[src/rtl/usb_bulk_packetiser_pkg.sv]
// Shared constants and hold-register payload for the USB bulk-IN packetiser.
package usb_bulk_packetiser_pkg;

    localparam int unsigned USB_MAX_PKT_HS      = 512;
    localparam int unsigned USB_MAX_PKT_FS      = 64;
    localparam int unsigned USB_TIMEOUT_DEFAULT = 4096;
    localparam int unsigned CNT_W               = 10;
    localparam int unsigned PKT_CNT_W           = 16;

    typedef struct packed {
        logic [7:0] data;
        logic       last;
    } hold_entry_t;

endpackage

[src/rtl/packetiser_hold.sv]
// One-entry hold register with release/tlast latch; tlast is decided when the
// byte leaves HOLD, so a byte can be closed after it has been accepted.
module packetiser_hold
    import usb_bulk_packetiser_pkg::*;
(
    input  logic       clock,
    input  logic       rst_n,
    input  logic       in_valid,
    output logic       in_ready_c,
    input  logic       in_last,
    input  logic [7:0] in_data,
    output logic       out_valid,
    input  logic       out_ready,
    output logic       out_last,
    output logic [7:0] out_data,
    input  logic       close_c,
    output logic       busy,
    output logic       holding_c,
    output logic       accept_c,
    output logic       emit_c
);

    // bit 0 = hold register valid, bit 1 = released
    localparam logic [1:0] ST_EMPTY = 2'b00;
    localparam logic [1:0] ST_HOLD  = 2'b01;
    localparam logic [1:0] ST_REL   = 2'b11;

    logic [1:0]  state_q, state_d;
    hold_entry_t h_q, h_d;
    logic        tlast_q, tlast_d;
    logic        run_q;

    assign busy       = state_q[0];
    assign out_valid  = state_q[1];
    assign out_last   = tlast_q;
    assign out_data   = h_q.data;
    assign holding_c  = (state_q == ST_HOLD);
    assign in_ready_c = run_q & (~state_q[0] | (state_q[1] & out_ready));
    assign accept_c   = in_valid & in_ready_c;
    assign emit_c     = state_q[1] & out_ready;

    always_ff @(posedge clock or negedge rst_n) begin
        if (!rst_n) begin
            state_q <= ST_EMPTY;
            h_q     <= '0;
            tlast_q <= 1'b0;
            run_q   <= 1'b0;
        end else begin
            state_q <= state_d;
            h_q     <= h_d;
            tlast_q <= tlast_d;
            run_q   <= 1'b1;
        end
    end

    always_comb begin
        state_d = state_q;
        h_d     = h_q;
        tlast_d = tlast_q;
        case (state_q)
            ST_EMPTY: begin
                if (accept_c) begin
                    state_d   = ST_HOLD;
                    h_d.data  = in_data;
                    h_d.last  = in_last;
                end
            end
            ST_HOLD: begin
                // a waiting input byte releases without closing the packet
                if (in_valid || close_c || h_q.last) begin
                    state_d = ST_REL;
                    tlast_d = close_c | h_q.last;
                end
            end
            ST_REL: begin
                if (out_ready) begin
                    tlast_d = 1'b0;
                    if (accept_c) begin
                        state_d  = ST_HOLD;
                        h_d.data = in_data;
                        h_d.last = in_last;
                    end else begin
                        state_d = ST_EMPTY;
                    end
                end
            end
            default: state_d = ST_EMPTY;
        endcase
    end

endmodule

[src/rtl/usb_bulk_packetiser.sv]
// Adds USB bulk-IN packet boundaries to a byte stream: closes on upstream
// tlast, max packet size, idle timeout or flush request.
module usb_bulk_packetiser
    import usb_bulk_packetiser_pkg::*;
#(
    parameter int unsigned MAX_PKT_HS = USB_MAX_PKT_HS,
    parameter int unsigned MAX_PKT_FS = USB_MAX_PKT_FS,
    parameter int unsigned TIMEOUT    = USB_TIMEOUT_DEFAULT
) (
    input  logic        clock,
    input  logic        rst_n,
    input  logic        hs_enabled_i,
    input  logic        flush_i,
    input  logic        s_axis_tvalid_i,
    output logic        s_axis_tready_o,
    input  logic        s_axis_tlast_i,
    input  logic [7:0]  s_axis_tdata_i,
    output logic        m_axis_tvalid_o,
    input  logic        m_axis_tready_i,
    output logic        m_axis_tlast_o,
    output logic [7:0]  m_axis_tdata_o,
    output logic [15:0] pkt_count_o,
    output logic        busy_o
);

    localparam int unsigned       TMR_W   = $clog2(TIMEOUT);
    localparam logic [TMR_W-1:0]  TMR_MAX = TMR_W'(TIMEOUT - 1);
    localparam logic [CNT_W-1:0]  LIM_HS  = CNT_W'(MAX_PKT_HS);
    localparam logic [CNT_W-1:0]  LIM_FS  = CNT_W'(MAX_PKT_FS);

    logic [CNT_W-1:0]     cnt_q, cnt_d;
    logic [CNT_W-1:0]     lim_q, lim_d;
    logic [TMR_W-1:0]     tmr_q, tmr_d;
    logic                 flush_q, flush_d;
    logic [PKT_CNT_W-1:0] pkt_q, pkt_d;
    logic                 close_c, holding_c, accept_c, emit_c, busy;

    assign close_c     = (cnt_q == lim_q - CNT_W'(1)) | (tmr_q == TMR_MAX) | flush_q;
    assign pkt_count_o = pkt_q;
    assign busy_o      = busy;

    packetiser_hold u_hold (
        .clock      (clock),
        .rst_n      (rst_n),
        .in_valid   (s_axis_tvalid_i),
        .in_ready_c (s_axis_tready_o),
        .in_last    (s_axis_tlast_i),
        .in_data    (s_axis_tdata_i),
        .out_valid  (m_axis_tvalid_o),
        .out_ready  (m_axis_tready_i),
        .out_last   (m_axis_tlast_o),
        .out_data   (m_axis_tdata_o),
        .close_c    (close_c),
        .busy       (busy),
        .holding_c  (holding_c),
        .accept_c   (accept_c),
        .emit_c     (emit_c)
    );

    always_ff @(posedge clock or negedge rst_n) begin
        if (!rst_n) begin
            cnt_q   <= '0;
            lim_q   <= LIM_HS;
            tmr_q   <= '0;
            flush_q <= 1'b0;
            pkt_q   <= '0;
        end else begin
            cnt_q   <= cnt_d;
            lim_q   <= lim_d;
            tmr_q   <= tmr_d;
            flush_q <= flush_d;
            pkt_q   <= pkt_d;
        end
    end

    always_comb begin
        cnt_d   = cnt_q;
        lim_d   = lim_q;
        tmr_d   = tmr_q;
        flush_d = flush_q;
        pkt_d   = pkt_q;
        if (emit_c) begin
            if (m_axis_tlast_o) begin
                cnt_d = '0;
                pkt_d = pkt_q + PKT_CNT_W'(1);
            end else begin
                cnt_d = cnt_q + CNT_W'(1);
            end
        end
        // the limit follows the bus speed at the first byte of each packet
        if (accept_c && cnt_d == '0) begin
            lim_d = hs_enabled_i ? LIM_HS : LIM_FS;
        end
        if (accept_c) begin
            tmr_d = '0;
        end else if (holding_c && !s_axis_tvalid_i && tmr_q != TMR_MAX) begin
            tmr_d = tmr_q + TMR_W'(1);
        end
        if (flush_i && busy) begin
            flush_d = 1'b1;
        end
        if (emit_c && m_axis_tlast_o) begin
            flush_d = 1'b0;
        end
    end

endmodule

[config.mk]
export PLATFORM = sky130hd
export DESIGN_NAME = usb_bulk_packetiser
export DESIGN_NICKNAME = d
export VERILOG_FILES = /design/src/rtl/usb_bulk_packetiser_pkg.sv /design/src/rtl/packetiser_hold.sv /design/src/rtl/usb_bulk_packetiser.sv
export SDC_FILE = /design/constraint.sdc
export NUM_CORES = 1
export LEC_CHECK = 0
export BUFFER_PORTS_ARGS = -buffer_cell sky130_fd_sc_hd__buf_4
export CORE_MARGIN = 3
export CORE_UTILIZATION = 51
export DETAILED_ROUTE_END_ITERATION = 8
export PLACE_DENSITY = 0.76
export REMOVE_ABC_BUFFERS = 1
export SLEW_MARGIN = 20
export SYNTH_ARGS = -nofsm -noshare
export SYNTH_HDL_FRONTEND = slang
export SYNTH_SLANG_ARGS = --single-unit
[constraint.sdc]
create_clock -name clock -period 1.99 [get_ports clock]
set_input_delay 0.398 -clock clock [delete_from_list [all_inputs] [get_ports clock]]
set_output_delay 0.398 -clock clock [all_outputs]
set_load 0.005 [all_outputs]
; Word-level counts from Yosys, hierarchy flattened
; Index checks and enable logic that the tools add are counted.
[totals]
reg_bits = 62
inputBits = 15
elab_cells = 66
out_inout_bits = 28
[op_classes]
n_eq_ne = 8
add_sub_neg = 4
reduce_logical = 18
mux = 18
bitwise = 8
[op_table]
columns = op, count
row1 = 10-bit 2-to-1 mux, 3
row2 = 12-bit 2-to-1 mux, 2
row3 = 9-bit 2-to-1 mux, 2
row4 = 9-bit one-hot mux with 2 select lines, 1
row5 = 16-bit by 1-bit adder with 16-bit output (second input constant), 1
row6 = 12-bit by 1-bit adder with 12-bit output (second input constant), 1
row7 = 12-bit == test (second input constant), 1
row8 = 12-bit != test (second input constant), 1
row9 = 10-bit by 1-bit adder with 10-bit output (second input constant), 1
row10 = 10-bit == test, 1
row11 = 10-bit logical NOT, 1
row12 = 10-bit by 1-bit subtractor with 10-bit output (second input constant), 1
row13 = 2-bit nonzero test, 4
row14 = 2-bit 2-to-1 mux, 3
row15 = 2-bit one-hot mux with 3 select lines, 1
row16 = 3-bit AND reduction, 2
row17 = 1-bit logical AND, 5
row18 = 1-bit 2-to-1 mux, 5
row19 = 2-bit != test (second input constant), 2
row20 = 1-bit bitwise OR, 4
row21 = 2-bit AND reduction, 2
row22 = 1-bit bitwise AND, 3
row23 = 2-bit by 1-bit == test with 1-bit output (second input constant), 1
row24 = 2-bit == test (second input constant), 1
row25 = other kinds (6), 7

; Logic depth before layout (Yosys ltp)
; Gate-level depths: netlist (run 1).
[logic_depth]
word_depth = 8
ltp_mapped = 8
depth_no_buf = 7

; Hierarchy
; A second synthesis (run 1) with hierarchy kept.
[hier_totals]
hier_cells = 310
hier_area_um2 = 3054.2
[modules_own_cells]
columns = mod, instances, area_per_inst_um2, seq_area_each_um2, cells_per_inst
row1 = usb_bulk_packetiser, 1, 2078.2, 1027.2, 205
row2 = packetiser_hold, 1, 975.9, 325.3, 105

; Worst setup path before layout (run 1)
; Ideal clock, no wire load.
[synth_timing]
path_type = reg-to-reg
from = reg cnt_q[0]
to = reg lim_q[9]
setup_time_ns = 0.082
synth_period_minus_slack_ns = 1.936
n_path_buf = 0
arrival_ns = 1.854
required_ns = 1.908
path_slack_ns = 0.054
path_stages_with_launch = 8
cell_sequence = dfrtp_1 ha_1 nand4_1 nor2_1 nor3_1 a311o_1 nand4_2 mux2_4
[synth_via]
elab_chain_len = 5
[synth_rtl]
columns = item, line_no
row1 = from (decl), usb_bulk_packetiser.sv:31  ; logic [CNT_W-1:0] cnt_q, cnt_d;
row2 = from (signal assigned), usb_bulk_packetiser.sv:68  ; cnt_q <= cnt_d;
row3 = 10-bit by 1-bit adder with 10-bit output, usb_bulk_packetiser.sv:87  ; cnt_d = cnt_q + CNT_W'(1);
row4 = 10-bit 2-to-1 mux, usb_bulk_packetiser.sv:83  ; if (m_axis_tlast_o) begin
row5 = 10-bit 2-to-1 mux (*), usb_bulk_packetiser.sv:82  ; if (emit_c) begin
row6 = 10-bit logical NOT (*), usb_bulk_packetiser.sv:91  ; if (accept_c && cnt_d == '0) begin
row7 = 1-bit logical AND (*), usb_bulk_packetiser.sv:91
row8 = to (signal assigned), usb_bulk_packetiser.sv:69  ; lim_q <= lim_d;
row9 = to (decl), usb_bulk_packetiser.sv:32  ; logic [CNT_W-1:0] lim_q, lim_d;
; Mark *: on every way between the ends. The rest lies on a longest branch, timed or not.
; A chain may end at the register's enable or synchronous reset.

; Worst setup path in the final report (run 1)
[layout_timing]
from = reg tmr_q[0]
to = reg tmr_q[6]
[layout_via]
elab_chain_len = 3
word_cells_on_any_way = 6
classes_between = add/sub (1) / eq/ne (1) / mux (2) / reduce/logical (2)
[layout_rtl]
columns = item, line_no
row1 = from (decl), usb_bulk_packetiser.sv:33  ; logic [TMR_W-1:0] tmr_q, tmr_d;
row2 = from (signal assigned), usb_bulk_packetiser.sv:70  ; tmr_q <= tmr_d;
row3 = 12-bit by 1-bit adder with 12-bit output or 12-bit != test (tied branches), "usb_bulk_packetiser.sv:97, usb_bulk_packetiser.sv:96"
row4 = 12-bit 2-to-1 mux or 1-bit logical AND (tied branches), usb_bulk_packetiser.sv:96  ; end else if (holding_c && !s_axis_tvalid_i && tmr_q != TMR_MAX) begin
row5 = 12-bit 2-to-1 mux or 2-bit nonzero test (tied branches), n/a
; Parallel ways exist; a longest one is shown, timed or not. The select of a mux whose other input is x is not followed.

==> results of run 1 <==
==> state kept, by name, summed over array words and instances (netlist names) <==
name and flops:
u_hold.h_q 1, cnt_q 10, u_hold.run_q 1, lim_q 2, pkt_count_o 16, u_hold.out_data 8, flush_q 1, tmr_q 12
u_hold.out_last 1, u_hold.state_q 2
==> cell families after synthesis <==
| group | after synthesis | synth area share, % |
|---|---|---|
| fa+ha+maj | 3 | 1.41 |
| other cells | 1 | 0.140 |
| flops | 54 | 50.6 |
| simple gates | 107 | 19.6 |
| xor+xnor | 36 | 11.8 |
| compound gates | 22 | 5.71 |
| buf+inv | 19 | 4.17 |
| mux | 15 | 6.51 |
==> worst paths after layout <==
path                                      end  slack [ns]
max                                  tmr_q[6]        0.09
min                        u_hold.out_data[5]        0.11
max reg2reg                          tmr_q[6]        0.09
min reg2reg                   pkt_count_o[15]        0.48
max in group asynchronous            cnt_q[4]        1.43
min in group clock                   lim_q[6]        0.27
==> critical path, stage by stage (launching register included) <==
cell,delay [ns]
dfrtp_1,0.39
ha_1,0.21
and3_1,0.20
and3_2,0.25
a31oi_2,0.17
clkdlybuf4s15_2,0.30
nand2_1,0.08
xor2_1,0.14
nor2_1,0.06
==> Yosys cell counts (all sizes together) (2+ instances only) <==
cell type / n / share of area, %
inv: 2 / 0.28
ha: 3 / 1.4
and2: 3 / 0.70
o21ai: 8 / 1.6
and4: 2 / 0.66
clkbuf: 5 / 0.70
dfrtp: 53 / 50
buf: 12 / 3.2
nor3: 5 / 0.94
mux2i: 2 / 0.75
nand4: 13 / 3.8
nand2b: 2 / 0.47
nand3: 12 / 2.2
a21oi: 3 / 0.56
xnor2: 17 / 5.6
o31ai: 3 / 0.84
mux2: 13 / 5.8
nand2: 28 / 3.9
nor2: 32 / 4.5
xor2: 19 / 6.2
and3: 8 / 1.9
==> placed cells by master (no fill, tap or decap), types with 2 or more instances in the layout <==
| master | Yosys | layout |
|---|---|---|
| clkbuf_8 | 0 | 5 |
| xnor2_1 | 17 | 17 |
| nand3_1 | 12 | 12 |
| mux2i_1 | 2 | 2 |
| ha_1 | 3 | 2 |
| and4_1 | 2 | 2 |
| inv_1 | 2 | 2 |
| and2_1 | 3 | 2 |
| and3_1 | 8 | 7 |
| mux2_2 | 11 | 11 |
| buf_4 | 8 | 52 |
| o31ai_1 | 3 | 3 |
| xor2_1 | 19 | 19 |
| mux2_4 | 2 | 2 |
| nand2b_1 | 2 | 2 |
| clkbuf_1 | 5 | 2 |
| nand2_1 | 28 | 28 |
| o21ai_0 | 7 | 7 |
| dfrtp_1 | 53 | 53 |
| nor2_1 | 32 | 31 |
| nand4_1 | 11 | 11 |
| nor3_1 | 5 | 5 |
| a21oi_1 | 3 | 3 |
==> area by class of cell <==
cell class | instances | area [sq um] | share of cell area, %
clock buffer | 7 | 76.3 | 2.40
clock inverter | 1 | 30.0 | 0.943
inverter | 2 | 7.51 | 0.236
multi-input combinational | 184 | 1230 | 38.7
sequential | 54 | 1350 | 42.5
tap | 67 | 83.8 | 2.63
timing repair buffer | 53 | 402 | 12.6
==> per-layer routing <==
layer | vias up | share of wire (%)
li1 | 957 | -
met1 | 938 | 47
met2 | 43 | 48
met3 | 5 | 4.4
met4 | 0 | 1.3
met5 | - | 0
==> what timing repair did <==
action,4_1_cts,5_1_grt
setup endpoints to repair,0,8
setup buffers,0,2
resized for setup,0,6
==> stage by stage <==
stage               TNS (ns)  power [mW]  hold WS (ns)  area, sq um
floorplan              -1.44        2.13         0.102         2570
global placement           0        2.61         0.459         3030
detailed placement         0        2.64         0.464         3030
CTS                        0        3.37         0.143         3130
global route         -0.0436        3.62         0.168         3180
finish                     0        3.39         0.111         3180
==> report_power, final <==
group	switching (mW)	internal (mW)	total (mW)
Clock	0.340	0.377	0.717
Sequential	0.258	1.36	1.61
Combinational	0.455	0.608	1.06
Total	1.05	2.34	3.39
==> results_dict.tcl, run 1 <==
set metrics [dict create \
    status "complete, no violations" \
    grt_pass1_vias 1886 \
    grt_pass1_wl_um 8650 \
    dp_hpwl_um 3530 \
    setup.worst_path.end_class "register" \
    slew_headroom_pct 55.7 \
    power.density_nw_per_um2 1070 \
    ioPinCount 43 \
    syn_to_final_growth_pct 19.2 \
    dp_cells 357 \
    numCtsBuffers 5 \
    tightest_slew_ns 0.664 \
    grt_util_met1_pct 23.4 \
    place.gp.congestion 0.769 \
    die-area_sq_um 6140 \
    finalWorstSetupSlack_ns 0.0880 \
    final.min_clock_period_ns 1.90 \
    drive_gt1_share_pct 27.6 \
    fmax_ghz 0.526 \
    htreeDepth 2 \
    drt-vias-per-instance 5.28 \
    row_count 25 \
    required_ns 2.19 \
    path_clk_slew_ns 0.09 \
    drt-initial-drc-count 84 \
    ys.warnings.count 0 \
    use_met2_pct 29.0 \
    grt_util_all_layers_pct 17.7 \
    cts-root-buf "clkbuf_8" \
    antenna_cells 0 \
    reg2reg_from "tmr_q[0]" \
    clock_path_buffers 2 \
    core_area_sq_um 4880 \
    r2r_cells 8 \
    ys_seq_area_share_pct 50.6 \
    final-hold-violation-count 0 \
    slew_viol_final 0 \
    portBuffers 42 \
    start_util_pct 54.7 \
    setup_violations 0 \
    synth_area_sq_um 2670 \
    dieHeight_um 78.4 \
    grt_max_degree 55 \
    antenna_found_initial 0 \
    final-instance-count-excl-fill 368 \
    fillers 428 \
    synth-edff-count 0 \
    peakVddDrop_v 0.000808 \
    clk_latency_ns 0.30 \
    cp_max_fo 6 \
    pre_cts_slack_ns 0.0468 \
    tritoncts "built" \
    grtUsageMet3_pct 4.13 \
    cp_data_arrival_time_ns 2.10 \
    skew_ns 0.00714 \
    wl_per_cell_um 13.8 \
    synth_cell_types 40 \
    final_core_util_pct 65.2 \
    ys_seq_elements 54 \
    worstSetupStartpoint "tmr_q[0]" \
    async_flop_share_pct 100 \
    ctsHoldBuffers 0 \
    avgSynthCellArea_sq_um 10.4 \
    vias 1943 \
    grt_busiest_layer "met2" \
    fin_nets 318 \
    antenna_left 0 \
    max_cap_violations 0 \
    wl_um 5080 \
    first_pass_iters 4 \
    leakage_nw 1.50 \
    overflow 0 \
    die_w_um 78.4 \
    ys.flop_type "dfrtp_1" \
    post-route-drc-count 0 \
    cp-start-kind "register" \
    hold_class "input pin to asynchronous set/reset pin" \
    syn_inst 257 \
    crit_type "register to register" \
    fin_crit_sh_pct 95.6 \
    clock_sinks 54 \
]
No activity file was read; power rests on OpenSTA's default activity.
==> run 2, diff against run 1 <==
ABC_AREA = 1   (was not set)
PLACE_DENSITY = 0.75   (was 0.76)
==> results_dict.tcl, run 2 <==
set metrics [dict create \
    fmax_ghz 0.559 \
    dp_hpwl_um 4140 \
    synth_top_family_by_area "simple AND/OR/NAND/NOR gates" \
    power.density_nw_per_um2 1050 \
    skew_ns 0.0120 \
    synth-simple-area-share_pct 29.8 \
    reg2reg_slack_ns 0.20 \
    first_pass_iters 4 \
    synth_fa_ha_area_share_pct 1.28 \
    grt_pass1_vias 2196 \
    wl_um 5630 \
    cp-start-kind "register" \
    status "complete, no violations" \
    cts-root-buf "clkbuf_8" \
    setup.worst_path.end_class "register" \
    synth.area.top_cells "dfrtp_1 (45%), nand2_1 (11%), inv_1 (7.7%)" \
    tightest_slew_ns 0.680 \
    synth_xor_area_share_pct 4.17 \
    grt_max_degree 55 \
    row_count 27 \
    fin_setup_tns_ns 0 \
    layout_commonest_cell "nand2_1" \
    yosys.area.top_type "dfrtp_1" \
    clk_latency_ns 0.31 \
    tritoncts "built" \
    vias 2312 \
    largest_register_ffs 16 \
    final-hold-violation-count 0 \
    synth_compound_area_share_pct 4.26 \
    antenna_cells 0 \
    overflow 0 \
    clock_sinks 54 \
    fin_nets 424 \
    drt-vias-per-instance 4.83 \
    avgSynthCellArea_sq_um 7.99 \
    place.gp.congestion 0.837 \
    clock_path_buffers 2 \
    ys.warnings.count 0 \
    cp_data_arrival_time_ns 2.02 \
    wl_per_cell_um 11.7 \
    postCtsSetupBuffers 0 \
    fin_crit_sh_pct 89.9 \
    hold_class "input pin to asynchronous set/reset pin" \
    post-route-drc-count 0 \
    peakVddDrop_v 0.000499 \
    start_util_pct 53.0 \
    numCtsBuffers 5 \
    syn_to_final_growth_pct 13.9 \
    ys.flop_type "dfrtp_1" \
    portBuffers 42 \
    yosysMostFrequentCell "nand2_1" \
    setup_violations 0 \
    grt_pass1_wl_um 9630 \
    core_area_sq_um 5540 \
    rsz0062_at_grt "false" \
    async_flop_share_pct 100 \
    max_cap_violations 0 \
    synthMuxAreaShare_pct 3.45 \
    drive_gt1_share_pct 20.6 \
    synth_cell_types 33 \
    path_clk_slew_ns 0.10 \
    htreeDepth 2 \
    die-area_sq_um 6710 \
    drt-initial-drc-count 122 \
    syn_inst 368 \
    ys_seq_elements 54 \
    synth_top_area_share_pct 45.1 \
    grt_util_all_layers_pct 18.4 \
    required_ns 2.22 \
    synth-edff-count 0 \
    antenna_found_initial 0 \
    ys_seq_area_share_pct 46.0 \
    most-common-layout-cells "nand2_1 (89), inv_1 (60), dfrtp_1 (52), buf_4 (42), nor2_1 (39)" \
    dieHeight_um 81.9 \
    crit_path_end "tmr_q[5]" \
    fillers 516 \
    ioPinCount 43 \
    antenna_left 0 \
    reg2reg_from "tmr_q[0]" \
    ctsHoldBuffers 0 \
    die_w_um 81.9 \
    final.min_clock_period_ns 1.79 \
    r2r-end "tmr_q[5]" \
    synth_area_sq_um 2940 \
    r2r_cells 11 \
    worstSetupStartpoint "tmr_q[0]" \
    ys_top_cells_by_count "nand2_1 (89), inv_1 (60), dfrtp_1 (53)" \
    leakage_nw 1.86 \
    cp_max_fo 9 \
    slew_viol_final 0 \
    slew_headroom_pct 54.6 \
    crit_type "register to register" \
    final_core_util_pct 60.4 \
]
run 2: cell types whose count changed in the layout (fill, tap and decap cells not counted), moves of 7 or more:
| cell | delta |
|---|---|
| nand4_1 | -11 |
| nand3_1 | +22 |
| buf_4 | -10 |
| a21oi_1 | +10 |
| xnor2_1 | -13 |
| nor2_1 | +8 |
| xor2_1 | -9 |
| inv_1 | +58 |
| nand2_1 | +61 |
| and3_1 | -7 |
run 2: stage by stage:
| stage | instances | hold slack (ns) | power (mW) | area [sq um] | worst slack [ns] |
|---|---|---|---|---|---|
| global placement | 471 | 0.464 | 2.89 | 3260 | 0.239 |
| floorplan | 357 | 0.102 | 2.42 | 2860 | 0.464 |
| detailed placement | 471 | 0.481 | 2.93 | 3260 | 0.202 |
| global route | 479 | 0.167 | 3.79 | 3350 | 0.0192 |
| finish | 479 | 0.106 | 3.51 | 3350 | 0.201 |
| CTS | 479 | 0.142 | 3.55 | 3350 | 0.156 |
run 2: timing repair:
| action | in CTS | in global routing |
|---|---|---|
| gates resized for setup | 0 | 1 |
| hold endpoints to repair | 0 | 0 |
| setup endpoints to repair | 0 | 1 |
run 2: report_power, final:
group	internal, mW	switching (mW)
combinational	0.574	0.672
sequential	1.39	0.276
clock	0.250	0.354
run 2: logic make-up after synthesis:
group | count (synthesis)
AND/OR/NAND/NOR | 189
flip-flops | 54
XOR/XNOR | 14
adder cells (fa/ha/maj) | 3
AO/OA/AOI/OAI | 24
buffers and inverters | 74
other | 1
multiplexers | 9
run 2: worst max-delay path: stages (launching register included):
cell	delay, ns
dfrtp_1	0.42
ha_1	0.19
inv_1	0.07
nor2_2	0.15
nand2_1	0.10
nor2_1	0.17
inv_1	0.07
nand2_2	0.14
inv_2	0.11
nand2_1	0.09
o21ai_0	0.07
a21oi_1	0.13
run 2: how the worst min path moves through the flow:
| stage | start | slack [ns] | cells after the start | end |
|---|---|---|---|---|
| 2_1_floorplan | rst_n | 0.10 | 0 | cnt_q[0] |
| 3_3_place_gp | lim_q[9] | 0.46 | 2 | lim_q[9] |
| 3_5_place_dp | lim_q[9] | 0.48 | 2 | lim_q[9] |
| 4_1_cts | rst_n | 0.14 | 1 | u_hold.state_q[1] |
| 5_1_grt | rst_n | 0.17 | 1 | u_hold.state_q[0] |
| 6_report | rst_n | 0.11 | 1 | cnt_q[7] |
run 2: routing by layer:
metal	up-vias	routed length (um)	global-route usage, %
met4	0	71	6.81
li1	1192	-	-
met3	5	214	2.85
met5	-	0	0
met1	1081	2540	24.2
met2	34	2800	30.5
run 2: area by class of cell:
type                    instances  area [sq um]  share of cell area [%]
well taps                      72          90.1                    2.69
multi-input cells             240          1270                    37.9
clock buffers                   7          76.3                    2.28
flip-flops and latches         54          1350                    40.4
repair buffers                 42           315                    9.42
clock inverters                 1          7.51                   0.224
inverters                      63           238                    7.10
==> run 3, diff against run 2 <==
SLEW_MARGIN = 30   (was 20)
SYNTH_HIERARCHICAL = 1   (was not set)
clock period = 1.5 ns   (was 1.99 ns; I/O delays follow)
==> results_dict.tcl, run 3 <==
set metrics [dict create \
    yosysMostFrequentCell "nand2_1" \
    cp_data_arrival_time_ns 1.78 \
    ys.warnings.count 6 \
    leakage_nw 2.06 \
    syn_to_final_growth_pct 36.9 \
    final-hold-violation-count 0 \
    first_pass_iters 4 \
    ys_seq_area_share_pct 47.2 \
    antenna_left 0 \
    path_clk_slew_ns 0.11 \
    max_cap_violations 0 \
    violations "setup timing" \
    die-area_sq_um 6550 \
    syn_inst 348 \
    clock_path_buffers 2 \
    yosys.area.top_type "dfrtp_1" \
    ioPinCount 43 \
    synth-edff-count 0 \
    ys_seq_elements 54 \
    synth_area_sq_um 2860 \
    largest_register_ffs 16 \
    avgSynthCellArea_sq_um 8.23 \
    cp_max_fo 6 \
    numCtsBuffers 5 \
    crit_path_end "lim_q[6]" \
    drt-initial-drc-count 113 \
    required_ns 1.71 \
    synth_cell_types 34 \
    cts-root-buf "clkbuf_8" \
    reg2reg_slack_ns -0.07 \
    ys_top_cells_by_count "nand2_1 (88), dfrtp_1 (53), inv_1 (47)" \
    grt_pass1_vias 2431 \
    final.min_clock_period_ns 1.57 \
    worstSetupStartpoint "u_hold/state_q[1]" \
    clk_latency_ns 0.32 \
    grt_util_all_layers_pct 20.4 \
    start_util_pct 54.3 \
    antenna_found_initial 0 \
    reg2reg_from "u_hold/state_q[1]" \
    place.gp.congestion 0.884 \
    grt_max_degree 36 \
    overflow 0 \
    synth.area.top_cells "dfrtp_1 (46%), nand2_1 (12%), nand3_1 (6.5%)" \
    layout_commonest_cell "nand2_1" \
    drive_gt1_share_pct 35.8 \
    dieHeight_um 80.9 \
    tritoncts "built" \
    wl_um 6550 \
    cp-start-kind "register" \
    wl_per_cell_um 12.9 \
    worstPathCellList "nand2_2 > inv_4 > buf_6 > nand3_1 > nor2_2 > nand3_1 > nand3_1 > nand3_1 > o21bai_1 > nand2_1" \
    fin_setup_tns_ns -0.279 \
    critical-path-slowest-cell "dfrtp_1" \
    cp.depth 10 \
    crit_type "register to register" \
    skew_ns 0.0106 \
    r2r-end "lim_q[6]" \
    core_area_sq_um 5270 \
    final_core_util_pct 74.4 \
    crit_buf_inv 2 \
    rsz0062_at_grt "true" \
    row_count 26 \
    slew_viol_final 0 \
    cp_top_family "simple AND/OR/NAND/NOR gates" \
    finalPower_mw 5.39 \
    dp_hpwl_um 4290 \
    power.density_nw_per_um2 1380 \
    fillers 395 \
    cp_slowest_stage_delay_ns 0.38 \
    peakVddDrop_v 0.000761 \
    ys.flop_type "dfrtp_1" \
    htreeDepth 2 \
    most-common-layout-cells "nand2_1 (84), buf_4 (83), dfrtp_1 (52), inv_1 (43), nand3_1 (32)" \
    fmax_ghz 0.638 \
    async_flop_share_pct 100 \
    drt-vias-per-instance 4.97 \
    vias 2526 \
    critPathMostFrequentCell "nand3_1" \
    setup.worst_path.end_class "register" \
    fin_crit_sh_pct 105 \
    antenna_cells 0 \
    clock_sinks 54 \
    hold_class "input pin to register" \
    finalWorstSetupSlack_ns -0.0678 \
    die_w_um 80.9 \
    r2r_cells 10 \
    synth_top_area_share_pct 46.3 \
    status "finished with violations" \
    post-route-drc-count 0 \
    setup_violations 7 \
    portBuffers 42 \
    fin_nets 455 \
    grt_pass1_wl_um 10500 \
]
run 3: cell count changes in the layout (fill, tap and decap cells not counted), moves of 7 or more:
cell and change:
buf_6 +7, mux2_2 -8, nor2_1 -18, inv_1 -17
buf_4 +41
run 3: worst min path at each step:
stage | cells after the start | slack (ns) | startpoint | end
floorplan | 0 | 0.004 | rst_n | cnt_q[0]
global placement | 1 | 0.21 | rst_n | u_hold/out_data[0]
detailed placement | 1 | 0.21 | rst_n | u_hold/out_data[2]
CTS | 3 | 0.20 | s_axis_tdata_i[2] | u_hold/out_data[2]
global route | 3 | 0.22 | s_axis_tlast_i | u_hold/h_q[0]
finish | 3 | 0.20 | hs_enabled_i | lim_q[9]
run 3: worst min-delay path: stages:
cell and delay (ns):
buf_4 0.11, nand3_1 0.05, nand2_1 0.05
run 3: layout make-up:
type / count / area [sq um] / area share [%]
clock buffer: 6 / 72.6 / 1.85
clock inverter: 2 / 37.5 / 0.958
inverter: 48 / 188 / 4.79
multi-input combinational: 236 / 1450 / 36.9
sequential: 54 / 1350 / 34.5
tap: 70 / 87.6 / 2.23
timing repair buffer: 92 / 732 / 18.7
run 3: where the power goes:
part           switching [mW]  internal, mW
sequential              0.308          1.80
combinational            1.15          1.12
clock                   0.512         0.499
run 3: kinds of logic after synthesis:
| kind of cell | share of synthesized area [%] |
|---|---|
| multiplexers | 0.393 |
| AO/OA/AOI/OAI | 5.64 |
| flip-flops | 47.2 |
| XOR/XNOR | 4.89 |
| other | 0.131 |
| AND/OR/NAND/NOR | 31.4 |
| adder cells (fa/ha/maj) | 1.31 |
| buffers and inverters | 9.00 |
run 3: routing by layer:
| layer | GRT usage [%] | part of all wire (%) |
|---|---|---|
| met3 | 3.99 | 3.5 |
| met2 | 34.4 | 52 |
| met5 | 0 | 0 |
| met1 | 26.4 | 44 |
| met4 | 6.25 | 1.3 |
run 3: stage by stage:
stage / hold slack [ns] / instance area (sq um) / worst slack (ns) / std cells
6_report: 0.198 / 3920 / -0.0678 / 508
5_1_grt: 0.215 / 3920 / -0.242 / 508
4_1_cts: 0.195 / 3730 / -0.0578 / 497
3_5_place_dp: 0.209 / 3460 / -0.196 / 484
3_3_place_gp: 0.207 / 3460 / -0.161 / 484
2_1_floorplan: 0.00441 / 2790 / -0.235 / 338
run 3: what timing repair did:
item | 4_1_cts | 5_1_grt
endpoints found under the setup margin | 23 | 25
gates cloned | 0 | 0
endpoints found under the hold margin | 18 | 0
pin swaps | 14 | 22
hold buffers | 1 | 0
resized for setup | 33 | 34
buffers inserted | 4 | 11
